==> src/rtl/j_scan_controller.sv <==
// JPEG block-order scan sequencer: walks a frame tile by tile and emits one
// (row, col) coordinate per accepted valid/ready beat.
module j_scan_controller #(
   parameter int CNT_BITS = 13,
   parameter int BLK_SIZE = 8
) (
   input  logic                clk,
   input  logic                rst,
   input  logic                start,
   input  logic                abort,
   input  logic [CNT_BITS-1:0] img_width,
   input  logic [CNT_BITS-1:0] img_height,
   input  logic                addr_ready,
   output logic                addr_valid,
   output logic [CNT_BITS-1:0] row,
   output logic [CNT_BITS-1:0] col,
   output logic                blk_last,
   output logic                frame_last,
   output logic                busy,
   output logic                done,
   output logic                dim_err
);

   localparam int LB = $clog2(BLK_SIZE);
   localparam int BW = CNT_BITS - LB;

   typedef enum logic [1:0] {IDLE, SCAN, DONE} state_t;

   state_t          state_q;
   logic [LB-1:0]   in_col_q, in_row_q, in_col_d, in_row_d;
   logic [BW-1:0]   blk_col_q, blk_row_q, blk_col_d, blk_row_d;
   logic [BW-1:0]   wmax_q, hmax_q;
   logic            dim_err_q;
   logic            in_col_end, in_row_end, blk_col_end, blk_row_end;
   logic            tile_end, legal;

   // BLK_SIZE is a power of two, so an all-ones in-tile counter is its max
   assign in_col_end  = &in_col_q;
   assign in_row_end  = &in_row_q;
   assign blk_col_end = (blk_col_q == wmax_q);
   assign blk_row_end = (blk_row_q == hmax_q);
   assign tile_end    = in_col_end && in_row_end;

   assign legal = (|img_width[CNT_BITS-1:LB])  && (img_width[LB-1:0] == '0) &&
                  (|img_height[CNT_BITS-1:LB]) && (img_height[LB-1:0] == '0);

   always_comb begin
      in_col_d  = in_col_q + 1'b1;
      in_row_d  = in_col_end ? in_row_q + 1'b1 : in_row_q;
      blk_col_d = blk_col_q;
      blk_row_d = blk_row_q;
      if (tile_end) begin
         blk_col_d = blk_col_end ? '0 : blk_col_q + 1'b1;
         if (blk_col_end)
            blk_row_d = blk_row_end ? '0 : blk_row_q + 1'b1;
      end
   end

   always_ff @(posedge clk or posedge rst) begin
      if (rst) begin
         state_q   <= IDLE;
         in_col_q  <= '0;
         in_row_q  <= '0;
         blk_col_q <= '0;
         blk_row_q <= '0;
         wmax_q    <= '0;
         hmax_q    <= '0;
         dim_err_q <= 1'b0;
      end else begin
         case (state_q)
            IDLE: begin
               if (start) begin
                  if (legal) begin
                     state_q   <= SCAN;
                     dim_err_q <= 1'b0;
                     wmax_q    <= img_width[CNT_BITS-1:LB] - 1'b1;
                     hmax_q    <= img_height[CNT_BITS-1:LB] - 1'b1;
                  end else begin
                     dim_err_q <= 1'b1;
                  end
               end
            end
            SCAN: begin
               if (abort) begin
                  state_q   <= IDLE;
                  in_col_q  <= '0;
                  in_row_q  <= '0;
                  blk_col_q <= '0;
                  blk_row_q <= '0;
               end else if (addr_ready) begin
                  in_col_q  <= in_col_d;
                  in_row_q  <= in_row_d;
                  blk_col_q <= blk_col_d;
                  blk_row_q <= blk_row_d;
                  if (tile_end && blk_col_end && blk_row_end)
                     state_q <= DONE;
               end
            end
            default: begin
               state_q   <= IDLE;
               in_col_q  <= '0;
               in_row_q  <= '0;
               blk_col_q <= '0;
               blk_row_q <= '0;
            end
         endcase
      end
   end

   assign addr_valid = (state_q == SCAN);
   assign busy       = (state_q != IDLE);
   assign done       = (state_q == DONE);
   assign dim_err    = dim_err_q;
   assign row        = {blk_row_q, in_row_q};
   assign col        = {blk_col_q, in_col_q};
   assign blk_last   = addr_valid && tile_end;
   assign frame_last = blk_last && blk_col_end && blk_row_end;

endmodule

==> config.mk <==
export PLATFORM = sky130hd
export DESIGN_NAME = j_scan_controller
export DESIGN_NICKNAME = d
export VERILOG_FILES = /design/src/rtl/j_scan_controller.sv
export SDC_FILE = /design/constraint.sdc
export NUM_CORES = 1
export LEC_CHECK = 0
export CELL_PAD_IN_SITES_DETAIL_PLACEMENT = 1
export CELL_PAD_IN_SITES_GLOBAL_PLACEMENT = 1
export CORE_UTILIZATION = 39
export CTS_CLUSTER_SIZE = 25
export DETAILED_ROUTE_END_ITERATION = 12
export MAX_ROUTING_LAYER = met4
export PLACE_DENSITY = 0.83
export SLEW_MARGIN = 30
export SYNTH_ARGS = -nofsm -noshare
export SYNTH_HDL_FRONTEND = slang
export SYNTH_SLANG_ARGS = --single-unit
==> constraint.sdc <==
create_clock -name clk -period 2.57 [get_ports clk]
set_input_delay 0.6425 -clock clk [delete_from_list [all_inputs] [get_ports clk]]
set_output_delay 0.6425 -clock clk [all_outputs]
set_load 0.02 [all_outputs]
==> results of run 1 <==
==> layout make-up <==
type	count	area, sq um	share of cell area
inverters	12	45.04	0.01039
well taps	99	123.9	0.02856
clock buffers	5	68.82	0.01587
multi-input cells	237	1647	0.3797
clock inverters	3	65.06	0.01500
repair buffers	131	1161	0.2677
flip-flops and latches	49	1226	0.2827
==> synth_stat cells, types with 6 or more instances <==
cell type	n
nor2_1	29
a21oi_1	23
o31ai_2	6
nand2_1	24
xnor2_1	14
ha_1	9
nand3_1	9
dfrtp_1	49
a32oi_1	8
xor2_1	19
o21ai_0	13
nor4_1	7
inv_1	12
nor3_1	9
and3_1	10
==> report_power, final <==
| part | switching, mW | internal, mW | total [mW] |
|---|---|---|---|
| combinational | 0.524 | 0.487 | 1.01 |
| sequential | 0.113 | 0.884 | 0.996 |
| clock | 0.277 | 0.387 | 0.664 |
==> layout by cell type, fill, tap and decap left out, drive strengths merged, types with 2 or more instances in the layout <==
master / count
buf: 70
xnor2: 14
xor2: 19
a32o: 2
a32oi: 8
or3: 3
nand4: 5
and3: 10
or2: 3
clkdlybuf4s50: 59
o31ai: 8
dlymetal6s2s: 2
a311oi: 2
clkbuf: 5
nor3: 9
bufinv: 2
or4b: 3
nand2: 24
nor2b: 4
a21oi: 23
inv: 12
o22ai: 5
nand3: 10
dfrtp: 49
and4: 2
ha: 9
o21ai: 13
mux2: 4
nor4: 9
a31oi: 4
nor2: 29
nand2b: 5
mux2i: 2
==> sequential cells by signal (all words and copies together) (netlist names) <==
signal,cells
blk_col_q,10
blk_row_q,10
dim_err,1
hmax_q,10
in_col_q,3
in_row_q,3
state_q,2
wmax_q,10
==> worst register-to-register path, stage by stage (launching register included) <==
cell and delay (ns):
dfrtp_1 0.45, xor2_1 0.20, nor4_4 0.33, nand3_2 0.12
buf_4 0.16, or4b_1 0.50, buf_4 0.20, o31ai_2 0.23
==> metal layers <==
layer / part of all wire / wire length (um) / global-route usage
met5: 0 / 0 / -
met4: 0.026 / 264 / 0.09531
met3: 0.034 / 345 / 0.03358
met2: 0.54 / 5517 / 0.5196
met1: 0.40 / 4049 / 0.3375
==> path summary, 6_finish.rpt <==
path	slack, ns	startpoint	endpoint	cells after the start
worst max-delay path	-0.04	blk_row_q[4]	frame_last	6
worst min-delay path	0.53	in_row_q[1]	in_row_q[1]	1
worst max register to register	0.27	blk_col_q[5]	blk_row_q[3]	7
worst min register to register	0.53	in_row_q[1]	in_row_q[1]	1
max in group asynchronous	1.20	rst	hmax_q[2]	3
min in group asynchronous	0.74	rst	state_q[0]	2
==> cells by family after synthesis <==
family                   after synthesis  synth area share
XOR/XNOR                              33           0.09957
AND/OR/NAND/NOR                      122            0.2297
adder cells (fa/ha/maj)                9           0.03879
multiplexers                           6           0.02241
flip-flops                            49            0.4224
buffers and inverters                 22           0.03147
AO/OA/AOI/OAI                         67            0.1556
==> per-stage QoR <==
stage	TNS [ns]	power (mW)	cells	area (sq um)	setup WS (ns)
after floorplan	0	1.435	308	2903	0.07780
final	-0.04369	2.672	536	4337	-0.04369
after CTS	-0.02588	2.654	536	4312	-0.02588
after detailed placement	-9.028	1.962	527	4130	-0.5001
after global routing	-0.2391	2.790	536	4337	-0.1179
after global placement	-6.707	1.888	527	4130	-0.3493
==> repair_timing <==
action / CTS / global route
setup endpoints to repair: 22 / 17
buffers inserted: 1 / 0
gates cloned: 0 / 0
resized for setup: 16 / 7
pin swaps: 5 / 5
==> results by group, run 1 <==
Yosys
  • Area share of the largest cell type after synthesis: 0.4224
  • Synth area leader: dfrtp_1
  • EDFF count, synth: 0
  • Mapped Cells: 308
  • Ys async rst share: 1.000
  • Dominant cells by area after synthesis: dfrtp_1, xor2_1, xnor2_1
  • Primary FF master, synth: dfrtp_1
  • Mapped Nets: 348
  • Synth warn: 0
  • Seq/Total Area, Yosys: 0.4224
  • Post-synthesis instance area: just under 3000 sq um
  • Syn avg cell area: 9.425 sq um
  • Distinct cells, synth: 43
  • Yosys reg bits: 49

Placement
  • Placer congestion estimate: 0.7796
  • Detailed Place HPWL: roughly 7400 um
  • Input/output buffers: between 60 and 70

Timing
  • Final Worst Setup Slack: -0.04369 ns
  • Setup Skew: 0.009262 ns
  • Slew @ Worst Pin: 0.6787 ns
  • Unrepaired setup endpoints after global routing: true
  • Crit share post-route: 1.017
  • Post-route minimum period: 2.614 ns
  • Setup violators final: 1
  • Relative slew slack: 0.5469
  • Max-slew violations: 0
  • Hold_ws: 0.5296 ns
  • Max Fclk: 0.3826 GHz
  • Final hold vios: 0

Run
  • Maxcap violations: 0

Floorplanning
  • Die width: 88.28 um
  • Core area: 7214 sq um
  • Die Area: around 7800 sq um
  • Initial core utilization: 0.4024
  • Die Y-Extent: between 80 and 90 um
  • Num rows: 31
  • I/O pin count: 63

Global routing
  • Overflow after GRT: 0
  • Number of global-route vias before repair: 3195
  • Global-route wire length before repair: 16420 um
  • Global Route Usage Sum: 0.2901
  • Largest net degree at the start of global routing: 31
  • Initial antenna violation count: 0

Outcome
  • Outcome: finished, violations left
  • Violated checks: setup timing

Finish
  • Ant diodes: 0
  • Filler Cells Inserted: between 800 and 900
  • Area Overhead vs Synth: 49.40%
  • Fin util: 0.6011
  • Ratio of cells with drive above 1 in the final layout: 0.2471
  • Fin nets: 476

Setup path
  • CP max FO: 2
  • Crit path capture type: primary output
  • CP arrival: 1.97 ns
  • CP Cell Sequence: xor2_1, nor4_2, nand4_1, or2_4, nor2b_1, buf_4
  • Worst EP required: 1.93 ns
  • Top cell family by delay on the critical path: simple AND/OR/NAND/NOR gates
  • Max incr delay on CP: between 0.4 and 0.5 ns
  • Crit Path Class: flop to primary output
  • Buf+Inv Stages, Crit Path: 1
  • Crit path launch type: flop
  • Slowest cell on the critical path: dfrtp_1

CTS
  • Reg clk slew, reported paths: approximately 0.1 ns
  • CTS tree: yes
  • Clk_lat worst skew: 0.31 ns
  • H-tree depth: 2
  • Hold Buf Count CTS: 0
  • Clk sinks: 49
  • Deepest clock path buffer count: 2
  • CTS buffer count: 5
  • Clock root cell: clkbuf_8

Drt
  • Routed len/inst: 18.99 um
  • # DRC: 0
  • DRT antenna net count: 0
  • Initial drt markers: 124
  • Total number of vias: 3011
  • First-pass DRT Iterations: 4
  • Post-DR vias/cell: around 5.6
  • Final WL: roughly 10000 um

Min path
  • Worst hold path type: flop to flop

Power
  • Max IR drop VDD: 234.3 uV
  • Pwr per Cell Area: roughly 600 nW/um^2
  • LEAKAGE: just under 2 nW
Note: power is estimated with default switching activity, not from simulation.
==> run 2, diff against run 1 <==
MAX_ROUTING_LAYER = not set   (was met4)
==> results by group, run 2 (synthesis gave the netlist of run 1 again) <==
Outcome
  • Outcome: finished, violations left
  • Violated checks: setup timing

CTS
  • CTS tree: yes
  • CTS buffer count: 5 (unchanged)
  • Clk sinks: 49 (unchanged)
  • Clk_lat worst skew: 0.31 ns (about the same)
  • Clock root cell: clkbuf_8
  • Reg clk slew, reported paths: 0.10 ns (about the same)
  • Deepest clock path buffer count: 2 (unchanged)
  • H-tree depth: 2 (unchanged)

Placement
  • Input/output buffers: 62 (unchanged)
  • # placed instances: 527 (unchanged)
  • Placer congestion estimate: 0.7692 (-1.3%)
  • Detailed Place HPWL: 7405 um (unchanged)

Finish
  • Area Overhead vs Synth: 49.40% (unchanged)
  • Fin util: 0.6011 (unchanged)
  • Ant diodes: 0 (unchanged)
  • Non-filler cells, final: 536 (unchanged)
  • Most frequent cells in the layout: buf_4, clkdlybuf4s50_1, dfrtp_1
  • Ratio of cells with drive above 1 in the final layout: 0.2471 (unchanged)
  • Fin nets: 476 (unchanged)
  • Commonest non-fill, non-tap cell in the layout: buf_4

Floorplanning
  • I/O pin count: 63 (unchanged)
  • Core area: 7214 sq um (unchanged)
  • Num rows: 31 (unchanged)
  • Die width: 88.28 um (unchanged)
  • Die Area: 7792 sq um (unchanged)
  • Die Y-Extent: 88.28 um (unchanged)
  • Initial core utilization: 0.4024 (unchanged)

Drt
  • Final WL: 10190 um (+0.12%)
  • Total number of vias: 2997 (-0.46%)
  • First-pass DRT Iterations: 4 (unchanged)
  • Post-DR vias/cell: 5.591 (-0.46%)
  • Routed len/inst: 19.01 um (+0.12%)
  • # DRC: 0 (unchanged)
  • Initial drt markers: 129 (+4.0%)
  • DRT antenna net count: 0 (unchanged)

Timing
  • Max-slew violations: 0 (unchanged)
  • Setup Skew: 0.009116 ns (-0.0001453 ns)
  • Final hold vios: 0 (unchanged)
  • Final Worst Setup Slack: -0.05255 ns (-0.008861 ns)
  • Max Fclk: 0.3813 GHz (-0.34%)
  • Slew @ Worst Pin: 0.6797 ns (+0.0009800 ns)
  • Relative slew slack: 0.5462 (-0.0006540)
  • Post-route minimum period: 2.623 ns (+0.008861 ns)
  • Crit share post-route: 1.020 (+0.003448)
  • Unrepaired setup endpoints after global routing: true
  • Setup violators final: 1 (unchanged)

Setup path
  • CP arrival: 1.98 ns (about the same)
  • Crit path capture type: primary output
  • Slowest cell on the critical path: dfrtp_1
  • Worst EP required: 1.93 ns (about the same)
  • Crit Path Class: flop to primary output
  • CP Cell Sequence: xor2_1, nor4_2, nand4_1, or2_4, nor2b_1, buf_4
  • CP max FO: 2 (unchanged)
  • Crit path launch type: flop
  • Max incr delay on CP: 0.44 ns (about the same)

Run
  • Maxcap violations: 0 (unchanged)

Power
  • Max IR drop VDD: 234.9 uV (+0.27%)
  • Pwr per Cell Area: 616.7 nW/um^2 (+0.10%)
  • LEAKAGE: 1.964 nW (unchanged)

Min path
  • Worst hold path type: flop to flop

Global routing
  • Global-route wire length before repair: 16390 um (-0.17%)
  • Largest net degree at the start of global routing: 31 (unchanged)
  • Overflow after GRT: 0 (unchanged)
  • Initial antenna violation count: 0 (unchanged)
  • Global Route Usage Sum: 0.2812 (-0.008898)
  • Number of global-route vias before repair: 3199 (+0.13%)
[run 2: final cells by class]
type / instances / area, sq um
clock buffer: 5 / 68.82
clock inverter: 3 / 65.06
fill: 845 / 2878
inverter: 12 / 45.04
multi-input combinational: 237 / 1647
sequential: 49 / 1226
tap: 99 / 123.9
timing repair buffer: 131 / 1161
[run 2: report_power, final]
group	internal [mW]	leakage, nW	switching (mW)
Combinational	0.487	1.25	0.527
Sequential	0.884	0.648	0.113
Clock	0.387	0.0681	0.277
Total	1.76	1.96	0.917
[run 2: what timing repair did]
item | in CTS | in global routing
setup buffers | 1 | 0
setup endpoints to repair | 22 | 17
gates resized for setup | 16 | 7
pin swaps | 5 | 5
hold buffers | 0 | 0
cloned | 0 | 0
hold endpoints to repair | 0 | 0
[run 2: per-stage QoR]
stage / setup WS, ns / TNS, ns / hold slack, ns / area [sq um] / power, mW
finish: -0.05255 / -0.05255 / 0.5300 / 4337 / 2.674
global route: -0.1179 / -0.2391 / 0.5640 / 4337 / 2.791
CTS: -0.02588 / -0.02588 / 0.5391 / 4312 / 2.654
detailed placement: -0.5001 / -9.028 / 0.5175 / 4130 / 1.962
global placement: -0.3493 / -6.707 / 0.4925 / 4130 / 1.888
floorplan: 0.07780 / 0 / 0.5007 / 2903 / 1.435
[run 2: worst max-delay path: cells and delay by family, from the launching register on]
family                    cells  cell delay (ns)
buffers and inverters         1             0.15
DFF                           1             0.44
xor gates and xnor gates      1             0.17
and+or+nand+nor               4             0.92
[run 2: per-layer routing]
layer | vias up | track usage | share of wire
li1 | 1374 | - | -
met1 | 1511 | 0.3327 | 0.40
met2 | 83 | 0.5175 | 0.54
met3 | 29 | 0.03825 | 0.034
met4 | 0 | 0.1041 | 0.030
met5 | - | 0 | 0
[run 2: final timing paths]
kind | startpoint | endpoint | slack [ns] | cells after the start
worst max-delay path | blk_row_q[4] | frame_last | -0.05 | 6
worst min-delay path | in_row_q[1] | in_row_q[1] | 0.53 | 1
worst max register to register | wmax_q[7] | blk_row_q[3] | 0.28 | 7
worst min register to register | in_row_q[1] | in_row_q[1] | 0.53 | 1
max in group asynchronous | rst | hmax_q[2] | 1.20 | 3
min in group asynchronous | rst | blk_col_q[5] | 0.74 | 2
